### src/rtl/bus_timer_if.sv
// rtl/bus_timer_if.sv - APB-like register bus between the core and bus_timer
interface bus_timer_if;
  logic [31:0] addr;
  logic        select;
  logic        enable;
  logic        write;
  logic [31:0] wdata;
  logic [31:0] rdata;
  logic        ready;

  modport master (
    output addr, select, enable, write, wdata,
    input  rdata, ready
  );

  modport slave (
    input  addr, select, enable, write, wdata,
    output rdata, ready
  );
endinterface

### src/rtl/bus_timer.sv
// rtl/bus_timer.sv - machine timer: 64-bit mtime with prescaler, mtimecmp, ctrl, level irq
module bus_timer #(
  parameter int WAIT_CYCLES    = 0,
  parameter int PRESCALE_WIDTH = 8
) (
  input  logic       clk,
  input  logic       rst,
  bus_timer_if.slave bus,
  output logic       irqTimer
);

  localparam logic [3:0] WAIT_INIT = 4'(WAIT_CYCLES);

  typedef enum logic [1:0] {
    IDLE = 2'd0,
    WAIT = 2'd1
  } state_t;

  state_t                    state_q;
  logic [3:0]                wait_cnt_q;
  logic [2:0]                off_q;
  logic                      wr_q;
  logic [31:0]               wdata_q;

  logic [63:0]               mtime_q;
  logic [63:0]               mtimecmp_q;
  logic                      run_q;
  logic                      irq_en_q;
  logic [PRESCALE_WIDTH-1:0] div_q;
  logic [PRESCALE_WIDTH-1:0] pcnt_q;
  logic [31:0]               shadow_q;
  logic                      irq_q;

  logic                      completion;
  logic                      do_write;
  logic                      do_read_lo;
  logic                      tick;
  logic [63:0]               mtime_ticked;
  logic                      mtime_ge;
  logic [31:0]               ctrl_rd;
  logic [31:0]               rd_val;
  logic                      unused_addr;

  assign unused_addr = ^{bus.addr[31:5], bus.addr[1:0]};

  // The setup phase is captured on the IDLE->WAIT edge so that, with no wait
  // states, the first access-phase cycle is already the completion cycle.
  assign completion   = (state_q == WAIT) && bus.select && bus.enable && (wait_cnt_q == 4'd0);
  assign do_write     = completion && wr_q;
  assign do_read_lo   = completion && !wr_q && (off_q == 3'd0);

  assign tick         = run_q && (pcnt_q == div_q);
  assign mtime_ticked = mtime_q + 64'(tick);
  assign mtime_ge     = (mtime_q >= mtimecmp_q);

  always_comb begin
    ctrl_rd                         = '0;
    ctrl_rd[0]                      = run_q;
    ctrl_rd[1]                      = irq_en_q;
    ctrl_rd[8 +: PRESCALE_WIDTH]    = div_q;
  end

  always_comb begin
    rd_val = '0;
    case (off_q)
      3'd0:    rd_val = mtime_q[31:0];
      3'd1:    rd_val = shadow_q;
      3'd2:    rd_val = mtimecmp_q[31:0];
      3'd3:    rd_val = mtimecmp_q[63:32];
      3'd4:    rd_val = ctrl_rd;
      3'd5:    rd_val = {31'd0, mtime_ge};
      default: rd_val = '0;
    endcase
  end

  assign bus.ready = completion;
  assign bus.rdata = completion ? rd_val : 32'd0;
  assign irqTimer  = irq_q;

  always_ff @(posedge clk or negedge rst) begin
    if (!rst) begin
      state_q    <= IDLE;
      wait_cnt_q <= '0;
      off_q      <= '0;
      wr_q       <= 1'b0;
      wdata_q    <= '0;
    end else begin
      case (state_q)
        IDLE: begin
          if (bus.select && !bus.enable) begin
            off_q      <= bus.addr[4:2];
            wr_q       <= bus.write;
            wdata_q    <= bus.wdata;
            wait_cnt_q <= WAIT_INIT;
            state_q    <= WAIT;
          end
        end
        WAIT: begin
          if (!bus.select) begin
            state_q <= IDLE;
          end else if (bus.enable) begin
            if (wait_cnt_q == 4'd0) begin
              state_q <= IDLE;
            end else begin
              wait_cnt_q <= wait_cnt_q - 4'd1;
            end
          end
        end
        default: state_q <= IDLE;
      endcase
    end
  end

  always_ff @(posedge clk or negedge rst) begin
    if (!rst) begin
      mtime_q    <= '0;
      mtimecmp_q <= '1;
      run_q      <= 1'b0;
      irq_en_q   <= 1'b0;
      div_q      <= '0;
      pcnt_q     <= '0;
      shadow_q   <= '0;
      irq_q      <= 1'b0;
    end else begin
      irq_q   <= irq_en_q && mtime_ge;
      mtime_q <= mtime_ticked;
      if (run_q) begin
        pcnt_q <= tick ? '0 : pcnt_q + 1'b1;
      end
      if (do_read_lo) begin
        shadow_q <= mtime_q[63:32];
      end
      // A written mtime half wins over the tick; carry out of a written lo is dropped.
      if (do_write) begin
        case (off_q)
          3'd0: mtime_q <= {mtime_q[63:32], wdata_q};
          3'd1: mtime_q <= {wdata_q, mtime_ticked[31:0]};
          3'd2: mtimecmp_q[31:0]  <= wdata_q;
          3'd3: mtimecmp_q[63:32] <= wdata_q;
          3'd4: begin
            run_q    <= wdata_q[0];
            irq_en_q <= wdata_q[1];
            div_q    <= wdata_q[8 +: PRESCALE_WIDTH];
            pcnt_q   <= '0;
          end
          default: ;
        endcase
      end
    end
  end

endmodule

### src/flat_wrapper.sv
// flat-port wrapper written by rule: the top's interface ports become plain ports
module bus_timer_flat 
#(
  parameter int WAIT_CYCLES    = 0,
  parameter int PRESCALE_WIDTH = 8
)
  (clk, rst, irqTimer, bus_addr, bus_select, bus_enable, bus_write, bus_wdata, bus_rdata, bus_ready);
  bus_timer_if bus_i ();
  input  logic clk;
  input  logic rst;
  output logic irqTimer;
  input wire logic [$bits(bus_i.addr)-1:0] bus_addr;
  input wire logic [$bits(bus_i.select)-1:0] bus_select;
  input wire logic [$bits(bus_i.enable)-1:0] bus_enable;
  input wire logic [$bits(bus_i.write)-1:0] bus_write;
  input wire logic [$bits(bus_i.wdata)-1:0] bus_wdata;
  output wire logic [$bits(bus_i.rdata)-1:0] bus_rdata;
  output wire logic [$bits(bus_i.ready)-1:0] bus_ready;
  assign bus_i.addr = bus_addr;
  assign bus_i.select = bus_select;
  assign bus_i.enable = bus_enable;
  assign bus_i.write = bus_write;
  assign bus_i.wdata = bus_wdata;
  assign bus_rdata = bus_i.rdata;
  assign bus_ready = bus_i.ready;
  bus_timer #(.WAIT_CYCLES(WAIT_CYCLES), .PRESCALE_WIDTH(PRESCALE_WIDTH)) u_core (.clk(clk), .rst(rst), .bus(bus_i), .irqTimer(irqTimer));
endmodule
### config.mk
export PLATFORM = sky130hd
export DESIGN_NAME = bus_timer_flat
export DESIGN_NICKNAME = d
export VERILOG_FILES = /design/src/rtl/bus_timer_if.sv /design/src/rtl/bus_timer.sv /design/src/flat_wrapper.sv
export SDC_FILE = /design/constraint.sdc
export NUM_CORES = 1
export LEC_CHECK = 0
export ABC_AREA = 1
export BUFFER_PORTS_ARGS = -buffer_cell sky130_fd_sc_hd__buf_2
export CAP_MARGIN = 20
export CORE_ASPECT_RATIO = 0.75
export CORE_MARGIN = 2
export CORE_UTILIZATION = 30
export CTS_BUF_LIST = sky130_fd_sc_hd__clkbuf_4 sky130_fd_sc_hd__clkbuf_8
export DETAILED_ROUTE_END_ITERATION = 6
export GPL_TIMING_DRIVEN = 1
export PLACE_DENSITY = 0.55
export SLEW_MARGIN = 20
export SYNTH_ARGS = -nofsm -noshare
export SYNTH_HDL_FRONTEND = slang
export SYNTH_SLANG_ARGS = --single-unit
### constraint.sdc
create_clock -name clk -period 2.8 [get_ports clk]
set_input_delay 0.56 -clock clk [delete_from_list [all_inputs] [get_ports clk]]
set_output_delay 0.56 -clock clk [all_outputs]
set_load 0.005 [all_outputs]
==> impl_metrics.json <==
{
  "status": "finished, violations left",
  "violations": "setup timing",
  "worstPathMaxFanout": 2,
  "port_buffers": 73,
  "wire_per_inst_um": 20.0,
  "synth_compound_area_share_pct": 15.4,
  "nets": 2141,
  "area.growth.synth_to_final_pct": 37.2,
  "tightest_slew_ns": 0.775,
  "fin_crit_sh_pct": 116,
  "globalRouteOverflowTotal": 0,
  "synth_mux_area_share_pct": 0.760,
  "ys_warn_count": 0,
  "cp-end-kind": "primary output",
  "worst-setup-path-type": "flop to primary output",
  "critPathLaunchType": "flop",
  "die_w_um": 247,
  "layout_common_cells": "370 x nand2_1, 213 x inv_1, 154 x dfrtp_1, 147 x o21ai_0, 144 x buf_4",
  "critPathArrivalTime_ns": 2.70,
  "hold_buffers": 0,
  "max_slew_margin_pct": 48.3,
  "core_um2": 43600,
  "die_h_um": 187,
  "gp_congestion": 0.960,
  "vias_per_cell": 5.09,
  "postSynth.asyncResetShare_pct": 100,
  "antenna_found_initial": 0,
  "final_cells": 2611,
  "io_pins": 103,
  "drive_above_1_share_pct": 33.8,
  "rsz0062_at_grt": "yes",
  "placed_cells": 2495,
  "max_freq_mhz": 307,
  "first_iter_violations": 1258,
  "vdd_ir_drop_max_uv": 291,
  "cts_tree": "yes",
  "power_leakage_nw": 8.13,
  "ys_ff_latch": 220,
  "synth_top_family_by_area": "simple AND/OR/NAND/NOR gates",
  "power_w": 0.0142,
  "grt_max_degree": 79,
  "tns_ns": -8.58,
  "whs_ns": 0.0167,
  "cts_buffers": 39,
  "synth_xor_area_share_pct": 1.77,
  "dieArea_um2": 46100,
  "drcViolationCount": 0,
  "final_common_cell": "nand2_1",
  "synth.net_count": 1879,
  "start_util_pct": 30.6,
  "hold_violations": 0,
  "fin_crit_ns": 3.26,
  "firstDrtPassIters": 5,
  "grt_pass1_vias": 12691,
  "synth_top_flop_cell": "dfrtp_1",
  "drt_wl_total_um": 52200,
  "finalClockSkew_ns": 0.0217,
  "cp_data_required_time_ns": 2.24,
  "postSynthAreaPerCell_um2": 7.65,
  "ys_types": 49,
  "rrSetupSlack_ns": -0.35,
  "setup_viol": 52,
  "place_hpwl_um": 37400,
  "drv_cap": 0,
  "clock_sinks": 220,
  "htreeDepth": 2,
  "yosysSeqAreaShare_pct": 41.9,
  "clkLatencyLatePin_ns": 0.56,
  "synth_area_um2": 13300,
  "yosys.area_share.simple_pct": 25.1,
  "yosys.area_share.adder_pct": 6.38,
  "clk_pin_slew_ns": 0.06,
  "worstHoldPathType": "primary input to async pin",
  "cts_root_buf": "clkbuf_8",
  "num_rows": 66,
  "grt_usage_pct": 21.9,
  "pre_cts_ws_ns": -0.436,
  "setup_ws_ns": -0.458,
  "grt_pass1_wl_um": 76700,
  "synth-edff-count": 0,
  "slew_viol_final": 0,
  "final_antenna_net_count": 0,
  "cts_buffer_depth": 3,
  "power_density_nw_per_um2": 778,
  "postSynthCellCount": 1742,
  "vias": 13283
}
## worst max-delay path, cell delays in order (launching register included)
cell and delay [ns]:
dfstp_2 0.53, inv_1 0.06, ha_1 0.29, nand2_1 0.10
nor2_4 0.15, nand4_1 0.26, nor2_1 0.18, nand2_1 0.06
nand2_1 0.08, nor2_2 0.05, nand2_1 0.07, nand2_1 0.06
a21oi_1 0.12, buf_2 0.13
## cells by family (layout without fill, tap and decap cells)
group	Yosys count	after routing
AOI/OAI and AO/OA	369	371
xor gates and xnor gates	27	27
adders and majority gates	68	68
buffers and inverters	300	588
DFF	220	220
muxes	9	9
other	0	1
and+or+nand+nor	749	749
## synth_stat cells, types with 2 or more instances
master	number	area, µm²
nand2_1	408	1530
inv_1	226	848
o21ai_0	182	911
dfrtp_1	156	3900
nor2_1	153	574
a21oi_1	86	430
ha_1	68	851
nand3_1	65	325
dfstp_2	64	1680
clkbuf_1	36	135
o22ai_1	34	213
nor3_1	28	140
a221oi_1	25	219
nand4_1	24	150
xor2_1	19	166
inv_2	18	67.6
buf_2	16	80.1
a22oi_1	13	97.6
nor2_2	12	75.1
o21ai_1	11	55.1
nor3_2	10	100
mux2_2	9	101
nand2_2	8	50.1
xnor2_1	8	70.1
a31oi_1	7	43.8
nor2_4	7	78.8
nor4_1	7	43.8
nor3b_1	6	45.0
nand3_2	5	50.1
o21a_1	4	30.0
nand3b_1	3	22.5
nor3_4	3	48.8
or2_2	3	18.8
a21o_1	2	15.0
nand2_4	2	22.5
## routing by layer
metal / GRT usage, % / vias up / part of all wire [%]
met2: 30.4 / 458 / 41
met4: 3.62 / 0 / 1.4
li1: - / 6269 / -
met5: 0 / - / 0
met3: 4.44 / 57 / 7.8
met1: 34.8 / 6499 / 50
## final timing paths
kind,startpoint,endpoint,cells after the start
max in group asynchronous,rst,u_core.mtimecmp_q[11]$_DFFE_PN1P_,2
worst min-delay path,rst,u_core.wdata_q[27]$_DFFE_PN0P_,1
worst max register to register,u_core.pcnt_q[6]$_DFF_PN0_,u_core.mtime_q[62]$_DFFE_PN0P_,17
min in group clk,bus_wdata[9],u_core.wdata_q[9]$_DFFE_PN0P_,3
worst min register to register,u_core.wdata_q[5]$_DFFE_PN0P_,u_core.mtime_q[5]$_DFF_PN0_,2
worst max-delay path,u_core.mtimecmp_q[47]$_DFFE_PN1P_,bus_rdata[0],13
## area by class of cell
type	instances	area [µm²]
fillers	4443	25300
multi-input cells	1224	7840
flip-flops and latches	220	5590
repair buffers	274	2250
inverters	245	971
clock buffers	63	805
well taps	578	723
clock inverters	6	105
diodes	1	2.50
## repair_timing
action                     4_1_cts  5_1_grt
gates cloned                     2        3
gates resized for setup        141      228
setup endpoints to repair       86       91
pin swaps                       44       81
buffers inserted                18       27
## stage by stage
stage / cell area [µm²] / utilization [%]
2_1_floorplan: 13300 / -
5_1_grt: 18300 / 41.9
6_report: 18300 / 41.9
4_1_cts: 17100 / 39.2
3_3_place_gp: 15400 / 35.4
3_5_place_dp: 15400 / 35.4
## state kept, by name, summed over array words and instances (netlist names)
name	flops
u_core.pcnt_q	8
u_core.mtime_q	64
u_core.wr_q	1
u_core.div_q	8
u_core.irq_en_q	1
u_core.state_q	1
u_core.run_q	1
u_core.off_q	3
u_core.shadow_q	32
u_core.wait_cnt_q	4
u_core.mtimecmp_q	64
u_core.irqTimer	1
u_core.wdata_q	32
## where the power goes
part	internal, W	leakage, nW	switching, W	total, W
clock	0.00209	0.481	0.00141	0.00350
sequential	0.00398	2.51	0.000637	0.00462
combinational	0.00237	5.13	0.00374	0.00611
total	0.00844	8.13	0.00579	0.0142
Power figures use the tool's default switching activity.
